File: config.mk
export PLATFORM = sky130hd
export DESIGN_NAME = jump_redirect_ctrl_flat
export DESIGN_NICKNAME = d
export VERILOG_FILES = /design/src/rtl/jump_redirect_ctrl_if.sv /design/src/rtl/jump_redirect_ctrl.sv /design/src/flat_wrapper.sv
export SDC_FILE = /design/constraint.sdc
export NUM_CORES = 1
export LEC_CHECK = 0
export CAP_MARGIN = 20
export CORE_AREA = 2 2 57 54
export CTS_BUF_LIST = sky130_fd_sc_hd__clkbuf_4
export CTS_CLUSTER_DIAMETER = 80
export DETAILED_ROUTE_END_ITERATION = 8
export DIE_AREA = 0 0 59 56
export GPL_ROUTABILITY_DRIVEN = 0
export GPL_TIMING_DRIVEN = 1
export PLACE_DENSITY = 0.79
export SETUP_SLACK_MARGIN = 0.02
export SKIP_LAST_GASP = 1
export SLEW_MARGIN = 20
export SYNTH_ARGS = -nofsm -noshare
export SYNTH_HDL_FRONTEND = slang
export SYNTH_SLANG_ARGS = --single-unit
File: constraint.sdc
create_clock -name clk -period 1.8 [get_ports clk]
set_clock_uncertainty 0.1 [all_clocks]
set_input_delay 0.36 -clock clk [delete_from_list [all_inputs] [get_ports clk]]
set_output_delay 0.36 -clock clk [all_outputs]
set_load 0.02 [all_outputs]
File: src/rtl/jump_redirect_ctrl_if.sv
// Front-end control-transfer bundle between the ID/EX pipeline and the jump redirect controller.
interface jump_redirect_ctrl_if;
    logic        id_valid;
    logic [4:0]  id_opcode;
    logic        stall_in;
    logic        ex_target_valid;
    logic [1:0]  pc_sel;
    logic        pc_hold;
    logic        flush_ifid;
    logic        issue_jr;
    logic        link_req;
    logic        busy;
    logic        timeout_err;
    logic [15:0] jump_count;

    modport master (
        output id_valid, id_opcode, stall_in, ex_target_valid,
        input  pc_sel, pc_hold, flush_ifid, issue_jr, link_req,
        input  busy, timeout_err, jump_count
    );

    modport slave (
        input  id_valid, id_opcode, stall_in, ex_target_valid,
        output pc_sel, pc_hold, flush_ifid, issue_jr, link_req,
        output busy, timeout_err, jump_count
    );
endinterface

File: src/rtl/jump_redirect_ctrl.sv
// Sequences J/JAL/JR/JALR redirects: PC source select, fetch hold, IF/ID squash,
// R7 link request, saturating redirect count and sticky JR/JALR timeout flag.
module jump_redirect_ctrl #(
    parameter int unsigned TIMEOUT = 8
) (
    input  logic                   clk,
    input  logic                   rst_n,
    jump_redirect_ctrl_if.slave    jr_if
);

    localparam logic [4:0] LP_OP_J    = 5'b00100;
    localparam logic [4:0] LP_OP_JR   = 5'b00101;
    localparam logic [4:0] LP_OP_JAL  = 5'b00110;
    localparam logic [4:0] LP_OP_JALR = 5'b00111;
    localparam logic [7:0] LP_LAST    = 8'(TIMEOUT - 1);

    typedef enum logic {
        S_RUN,
        S_WAIT_EX
    } state_t;

    state_t      r_state;
    logic [7:0]  r_wait_cnt;
    logic [15:0] r_jump_count;
    logic        r_timeout_err;

    logic w_accept;
    logic w_op_imm;
    logic w_op_reg;
    logic w_wait_more;
    logic w_inc;

    assign w_op_imm    = (jr_if.id_opcode == LP_OP_J)  || (jr_if.id_opcode == LP_OP_JAL);
    assign w_op_reg    = (jr_if.id_opcode == LP_OP_JR) || (jr_if.id_opcode == LP_OP_JALR);
    assign w_accept    = (r_state == S_RUN) && jr_if.id_valid && !jr_if.stall_in;
    assign w_wait_more = (r_wait_cnt < LP_LAST);
    assign w_inc       = (w_accept && w_op_imm) ||
                         ((r_state == S_WAIT_EX) && jr_if.ex_target_valid);

    always_comb begin
        jr_if.pc_sel     = 2'b00;
        jr_if.pc_hold    = 1'b0;
        jr_if.flush_ifid = 1'b0;
        jr_if.issue_jr   = 1'b0;
        jr_if.link_req   = 1'b0;
        unique case (r_state)
            S_RUN: begin
                if (w_accept && w_op_imm) begin
                    jr_if.pc_sel     = 2'b01;
                    jr_if.flush_ifid = 1'b1;
                    jr_if.link_req   = (jr_if.id_opcode == LP_OP_JAL);
                end else if (w_accept && w_op_reg) begin
                    jr_if.issue_jr   = 1'b1;
                    jr_if.pc_hold    = 1'b1;
                    jr_if.flush_ifid = 1'b1;
                    jr_if.link_req   = (jr_if.id_opcode == LP_OP_JALR);
                end
            end
            S_WAIT_EX: begin
                jr_if.flush_ifid = 1'b1;
                if (jr_if.ex_target_valid) begin
                    jr_if.pc_sel = 2'b10;
                end else if (w_wait_more) begin
                    jr_if.pc_hold = 1'b1;
                end
            end
            default: ;
        endcase
    end

    always_ff @(posedge clk or negedge rst_n) begin
        if (!rst_n) begin
            r_state       <= S_RUN;
            r_wait_cnt    <= '0;
            r_jump_count  <= '0;
            r_timeout_err <= 1'b0;
        end else begin
            unique case (r_state)
                S_RUN: begin
                    if (w_accept && w_op_reg) begin
                        r_state    <= S_WAIT_EX;
                        r_wait_cnt <= '0;
                    end
                end
                S_WAIT_EX: begin
                    if (jr_if.ex_target_valid) begin
                        r_state <= S_RUN;
                    end else if (w_wait_more) begin
                        r_wait_cnt <= r_wait_cnt + 8'd1;
                    end else begin
                        // Abandon the wait; fetch resumes sequentially and the error stays latched.
                        r_state       <= S_RUN;
                        r_timeout_err <= 1'b1;
                    end
                end
                default: r_state <= S_RUN;
            endcase
            if (w_inc && (r_jump_count != '1)) begin
                r_jump_count <= r_jump_count + 16'd1;
            end
        end
    end

    assign jr_if.busy        = (r_state == S_WAIT_EX);
    assign jr_if.timeout_err = r_timeout_err;
    assign jr_if.jump_count  = r_jump_count;

endmodule

File: src/flat_wrapper.sv
// flat-port wrapper written by rule: the top's interface ports become plain ports
module jump_redirect_ctrl_flat 
#(
    parameter int unsigned TIMEOUT = 8
)
  (clk, rst_n, jr_if_id_valid, jr_if_id_opcode, jr_if_stall_in, jr_if_ex_target_valid, jr_if_pc_sel, jr_if_pc_hold, jr_if_flush_ifid, jr_if_issue_jr, jr_if_link_req, jr_if_busy, jr_if_timeout_err, jr_if_jump_count);
  jump_redirect_ctrl_if jr_if_i ();
  input  logic clk;
  input  logic rst_n;
  input wire logic [$bits(jr_if_i.id_valid)-1:0] jr_if_id_valid;
  input wire logic [$bits(jr_if_i.id_opcode)-1:0] jr_if_id_opcode;
  input wire logic [$bits(jr_if_i.stall_in)-1:0] jr_if_stall_in;
  input wire logic [$bits(jr_if_i.ex_target_valid)-1:0] jr_if_ex_target_valid;
  output wire logic [$bits(jr_if_i.pc_sel)-1:0] jr_if_pc_sel;
  output wire logic [$bits(jr_if_i.pc_hold)-1:0] jr_if_pc_hold;
  output wire logic [$bits(jr_if_i.flush_ifid)-1:0] jr_if_flush_ifid;
  output wire logic [$bits(jr_if_i.issue_jr)-1:0] jr_if_issue_jr;
  output wire logic [$bits(jr_if_i.link_req)-1:0] jr_if_link_req;
  output wire logic [$bits(jr_if_i.busy)-1:0] jr_if_busy;
  output wire logic [$bits(jr_if_i.timeout_err)-1:0] jr_if_timeout_err;
  output wire logic [$bits(jr_if_i.jump_count)-1:0] jr_if_jump_count;
  assign jr_if_i.id_valid = jr_if_id_valid;
  assign jr_if_i.id_opcode = jr_if_id_opcode;
  assign jr_if_i.stall_in = jr_if_stall_in;
  assign jr_if_i.ex_target_valid = jr_if_ex_target_valid;
  assign jr_if_pc_sel = jr_if_i.pc_sel;
  assign jr_if_pc_hold = jr_if_i.pc_hold;
  assign jr_if_flush_ifid = jr_if_i.flush_ifid;
  assign jr_if_issue_jr = jr_if_i.issue_jr;
  assign jr_if_link_req = jr_if_i.link_req;
  assign jr_if_busy = jr_if_i.busy;
  assign jr_if_timeout_err = jr_if_i.timeout_err;
  assign jr_if_jump_count = jr_if_i.jump_count;
  jump_redirect_ctrl #(.TIMEOUT(TIMEOUT)) u_core (.clk(clk), .rst_n(rst_n), .jr_if(jr_if_i));
endmodule
### Word level (Yosys, flattened, before mapping)

Index checks and enable logic that the tools add are counted.

| cells by class | value |
|---|---|
| eq/ne operators | 8 |
| $lt $le $gt $ge | 1 |
| $add $sub $neg | 2 |
| reductions and logical operators | 12 |
| muxes and demuxes | 19 |
| bitwise logic cells | 3 |

Operators with widths:

| kind | number |
|---|---|
| two-way mux 8 bit | 3 |
| == test 5 x 3 -> 1 bit (second input constant) | 4 |
| adder 16 x 1 -> 16 bit (second input constant) | 1 |
| != test 16 bit (second input constant) | 1 |
| case mux 8 bit (2 select lines) | 1 |
| two-way mux 1 bit | 10 |
| adder 8 x 1 -> 8 bit (second input constant) | 1 |
| < comparator 8 x 3 -> 1 bit (second input constant) | 1 |
| logical AND 1 bit | 6 |
| != test 2 bit (second input constant) | 3 |
| case mux 1 bit (2 select lines) | 3 |
| AND reduction 3 bit | 2 |
| case mux 2 bit (2 select lines) | 1 |
| logical OR 1 bit | 3 |
| inverter 1 bit | 3 |
| two-way mux 2 bit | 1 |
| zero test 1 bit | 1 |

| word-level totals | value |
|---|---|
| word-level logic and storage cells | 49 |
| flip-flop bits (word level) | 26 |
| input port bits | 10 |
| output and inout port bits | 24 |

### Depth between registers and ports, before layout

| depth | value |
|---|---|
| depth in word-level cells | 7 |
| mapped depth | 6 |
| gate-level depth less buffers | 5 |

### Worst setup path after synthesis

No wires, ideal clock.

| timing | value |
|---|---|
| path kind | flip-flop to output port |
| from | reg u_core.r_state (netlist: u_core.jr_if.busy) |
| to | out jr_if_pc_hold |
| data required time | 1.340 ns |
| data arrival time | 1.485 ns |
| path slack | -0.145 ns |
| cell stages (with the launch flop) | 5 |
| path buffers | 0 |
| cell sequence | dfrtp_1 nor4b_4 nand3_1 inv_1 or2_2 |

| between the ends | value |
|---|---|
| cells in the longest elaborated chain, start to end | 7 |
| elaborated cells on any way between the ends | 8 |

RTL lines:

| item | line | text |
|---|---|---|
| start, declared | jump_redirect_ctrl.sv:22 | `state_t r_state;` |
| start signal, assigned | jump_redirect_ctrl.sv:73 | `r_state <= S_RUN;` |
| start signal, assigned | jump_redirect_ctrl.sv:81 | `r_state <= S_WAIT_EX;` |
| start signal, assigned | jump_redirect_ctrl.sv:87 | `r_state <= S_RUN;` |
| inverter 1 bit | jump_redirect_ctrl.sv:35, jump_redirect_ctrl.sv:46 |  |
| logical AND 1 bit (2 in a row) | jump_redirect_ctrl.sv:35 | `assign w_accept = (r_state == S_RUN) && jr_if.id_valid && !jr_if.stall_in;` |
| logical AND 1 bit | jump_redirect_ctrl.sv:52 | `end else if (w_accept && w_op_reg) begin` |
| two-way mux 1 bit | jump_redirect_ctrl.sv:52 |  |
| two-way mux 1 bit | jump_redirect_ctrl.sv:48 | `if (w_accept && w_op_imm) begin` |
| case mux 1 bit (2 select lines) (*) | jump_redirect_ctrl.sv:46 | `unique case (r_state)` |
| end, declared | flat_wrapper.sv:15 | `output wire logic [$bits(jr_if_i.pc_hold)-1:0] jr_if_pc_hold;` |

Every way passes the cells marked *; elsewhere a longest branch is shown, timed or not.

### Worst setup path after layout

| timing | value |
|---|---|
| from | reg u_core.r_state (netlist: u_core.jr_if.busy) |
| to | reg u_core.r_jump_count[3] (netlist: u_core.jr_if.jump_count[3]) |

| between the ends | value |
|---|---|
| cells in the longest elaborated chain, start to end | 6 |
| elaborated cells on any way between the ends | 7 |

RTL lines:

| item | line | text |
|---|---|---|
| inverter 1 bit | jump_redirect_ctrl.sv:35 |  |
| logical AND 1 bit (2 in a row) | jump_redirect_ctrl.sv:35 |  |
| logical AND 1 bit | jump_redirect_ctrl.sv:37 | `assign w_inc = (w_accept && w_op_imm) \|\|` |
| logical OR 1 bit (*) | jump_redirect_ctrl.sv:37 |  |
| logical AND 1 bit (*) | jump_redirect_ctrl.sv:98 | `if (w_inc && (r_jump_count != '1)) begin` |
| end signal, assigned | jump_redirect_ctrl.sv:99 | `r_jump_count <= r_jump_count + 16'd1;` |
| end, declared | jump_redirect_ctrl.sv:24 | `logic [15:0] r_jump_count;` |

Marked as above.
A chain may end at the register's enable or synchronous reset.

==> out/metrics.csv <==
stage,metric,value,unit
routing,routed via count,1190,
pwr,switching share of power,28.7,%
cts,"Clk Latency, worst-skew pair",0.35,ns
yosys,"count leader, synth",dfrtp_1,
routing,mean routed wirelength per cell,18.2,um
floorplan,io pins,34,
cts,cts bufs inserted,3,
cts,Root Driver,clkbuf_4,
yosys,syn nets,126,
pwr,logic gate share of total power,26.0,%
routing,Routed Antenna Nets,0,
yosys,Mapped Area,1290,sq um
yosys,syn avg cell area,11.3,sq um
pwr,Sw Pwr,0.434,mW
routing,DRT iter0 DRCs,60,
cells_and_area,filler cell count,151,
cts,clk buf depth,2,
global_route,first-pass GRT wire length,6210,um
outcome,status,"complete, but fails checks",
sta,Setup WS post-layout,-0.262,ns
critical_path,CP arrival,2.23,ns
global_route,Overflow after GRT,0,
hold_path,Min-Delay Path Class,in2async,
cells_and_area,layout net count,199,
run,max-cap violations,0,
floorplan,core area,2660,sq um
yosys,synth warn,0,
pwr,Pint,1.08,mW
pwr,Clk pwr share,28.1,%
critical_path,Worst Setup Path Type,reg2reg,
floorplan,DIE AREA,3300,sq um
yosys,register bit total from synthesis,26,
cts,TritonCTS Sinks,26,
global_route,largest net degree at the start of global routing,27,
pwr,PD cells,690,nW/um^2
yosys,Commonest cells post-synth,"dfrtp_1 (26), xor2_1 (15), nand2_1 (9)",
critical_path,RR Startpoint,u_core.jr_if.busy$_DFF_PN0_,
global_route,vias in the first global route,1236,
pwr,worst vdd ir,568,uV
sta,relative slew slack,68.4,%
cts,H-tree depth,1,
critical_path,R2R setup slack,-0.26,ns
critical_path,"Data required, critical path",1.97,ns
yosys,"Distinct cells, synth",29,
yosys,sequential area share after synthesis,50.5,%
floorplan,Starting Density,48.5,%
cells_and_area,area grow syn2layout,70.1,%
cells_and_area,ant diodes,0,
sta,"Hold Vio Cnt, Final",0,
cts,CTS Hold Buffers Added,0,
yosys,"top cells by area, synth","dfrtp_1 (50%), xor2_1 (10%), nor4_4 (3.3%), nand2_1 (2.6%), and2_1 (2.4%)",
yosys,Synth async-reset ratio,100,%
sta,maximum clock frequency,0.485,GHz
routing,detailed-route wire length,3930,um
yosys,prevailing post-synth register cell,dfrtp_1,
cells_and_area,layout cells sized above 1,44.6,%
floorplan,Cell Rows,18,
floorplan,die width,59,um
sta,actual slew at the worst max-slew pin,0.473,ns
pwr,leakage,1.16,nW
cts,CTS tree,yes,
outcome,failing checks,setup timing,
floorplan,Die H,56,um
sta,RSZ-0062 raised after global routing,yes,
pwr,Total Power,1.51,mW
routing,vias per cell,5.51,
cells_and_area,non-filler instance count after layout,216,
placement,post-detail-place hpwl,2300,um
placement,IO buf count,33,
critical_path,worst r2r path cells,7,
routing,first-pass detailed-route iteration total,4,
yosys,Post-Syn Instances,114,
yosys,Post-synth EDFFs,0,
placement,placed insts,200,
sta,max-slew violations,0,
critical_path,Startpoint Class,register,
cts,"CTS clk-pin slew, worst paths",0.15,ns
yosys,Synth top area share,50.5,%
yosys,cell taking the most area after synthesis,dfrtp_1,
critical_path,worst reg2reg endpoint,u_core.jr_if.jump_count[3]$_DFFE_PN0P_,
sta,Setup-failing EPs final,21,
sta,final hold slack,0.262,ns
critical_path,crit-path max FO,6,
global_route,Global Route Usage Sum,24.9,%
critical_path,CP Capture Type,register,
sta,TNS Setup,-2.60,ns
sta,fin crit share,115,%
global_route,initial antenna violation count,0,
pwr,sequential power share,45.9,%
routing,# DRC,0,
sta,minimum clock period,2.06,ns
[area by class of cell]
type                       instances  area (sq um)  share of cell area, %
tap                               30          37.5                   1.71
clock inverter                     1          30.0                   1.37
multi-input combinational         83           821                   37.4
clock buffer                       3          22.5                   1.03
inverter                           4          15.0                  0.685
timing repair buffer              69           613                   28.0
sequential                        26           653                   29.8
[flip-flops by register name, summed over array words and instances, names as in the netlist]
| signal | flops |
|---|---|
| u_core.jr_if.busy | 1 |
| u_core.jr_if.jump_count | 16 |
| u_core.jr_if.timeout_err | 1 |
| u_core.r_wait_cnt | 8 |
[cell usage in the layout (no fill, tap or decap), types with 3 or more instances in the layout]
| master | instances |
|---|---|
| nand3_1 | 4 |
| nor4_2 | 3 |
| xor2_1 | 15 |
| buf_6 | 13 |
| nor3_4 | 3 |
| dlygate4sd2_1 | 19 |
| clkbuf_4 | 3 |
| inv_1 | 3 |
| nor2_1 | 3 |
| nor4_4 | 5 |
| and2_1 | 4 |
| nand2_1 | 8 |
| clkdlybuf4s50_1 | 7 |
| dfrtp_1 | 24 |
| buf_4 | 29 |
| nand4_1 | 5 |
[worst max-delay path, stage by stage, from the launching register on]
cell and delay, ns:
dfrtp_2 0.47, nor4b_4 0.27, buf_4 0.19, buf_6 0.11, a31oi_4 0.20, buf_6 0.21
nor3b_4 0.23, xor2_1 0.21
[how the worst max path moves through the flow]
stage                                     start  slack [ns]  cells after the start                                endpoint
floorplan           u_core.jr_if.busy$_DFF_PN0_        0.02                      4                           jr_if_pc_hold
finish              u_core.jr_if.busy$_DFF_PN0_       -0.26                      7  u_core.jr_if.jump_count[3]$_DFFE_PN0P_
global route        u_core.jr_if.busy$_DFF_PN0_       -0.33                      7  u_core.jr_if.jump_count[3]$_DFFE_PN0P_
global placement             jr_if_id_opcode[3]       -0.71                      6                           jr_if_pc_hold
detailed placement           jr_if_id_opcode[3]       -0.76                      6                         jr_if_pc_sel[0]
CTS                 u_core.jr_if.busy$_DFF_PN0_       -0.22                      5                         jr_if_pc_sel[0]
[power by group through the flow]
| stage | registers [mW] | clock network, mW | logic, mW |
|---|---|---|---|
| floorplan | 0.746 | 0 | 0.0947 |
| global placement | 0.699 | 0 | 0.322 |
| detailed placement | 0.704 | 0 | 0.334 |
| CTS | 0.690 | 0.411 | 0.361 |
| global route | 0.705 | 0.451 | 0.433 |
| finish | 0.694 | 0.425 | 0.393 |
[routing by layer]
metal / global-route usage, % / up-vias / part of all wire [%]
li1: - / 550 / -
met5: 0 / - / 0
met4: 6.17 / 0 / 1.6
met3: 3.95 / 7 / 4.7
met2: 42.4 / 35 / 51
met1: 32.7 / 598 / 42
[repair_timing]
| item | CTS | global route |
|---|---|---|
| gates resized for setup | 81 | 21 |
| cloned | 1 | 0 |
| endpoints found under the setup margin | 39 | 22 |
| pin swaps | 21 | 21 |
| buffers inserted | 9 | 2 |
[logic make-up after synthesis]
group	synth area share (%)
fa+ha+maj	1.94
simple gates	29.6
mux	0.874
buf+inv	2.43
xor+xnor	10.2
compound gates	4.47
flops	50.5
[per-stage QoR]
stage          utilization (%)  area, sq um  worst slack [ns]
6_report                  82.5         2190            -0.262
5_1_grt                   82.5         2190            -0.329
4_1_cts                   78.4         2080            -0.215
3_5_place_dp              69.2         1840            -0.762
3_3_place_gp              69.2         1840            -0.709
2_1_floorplan                -         1290            0.0209
No activity file was read; power rests on OpenSTA's default activity.
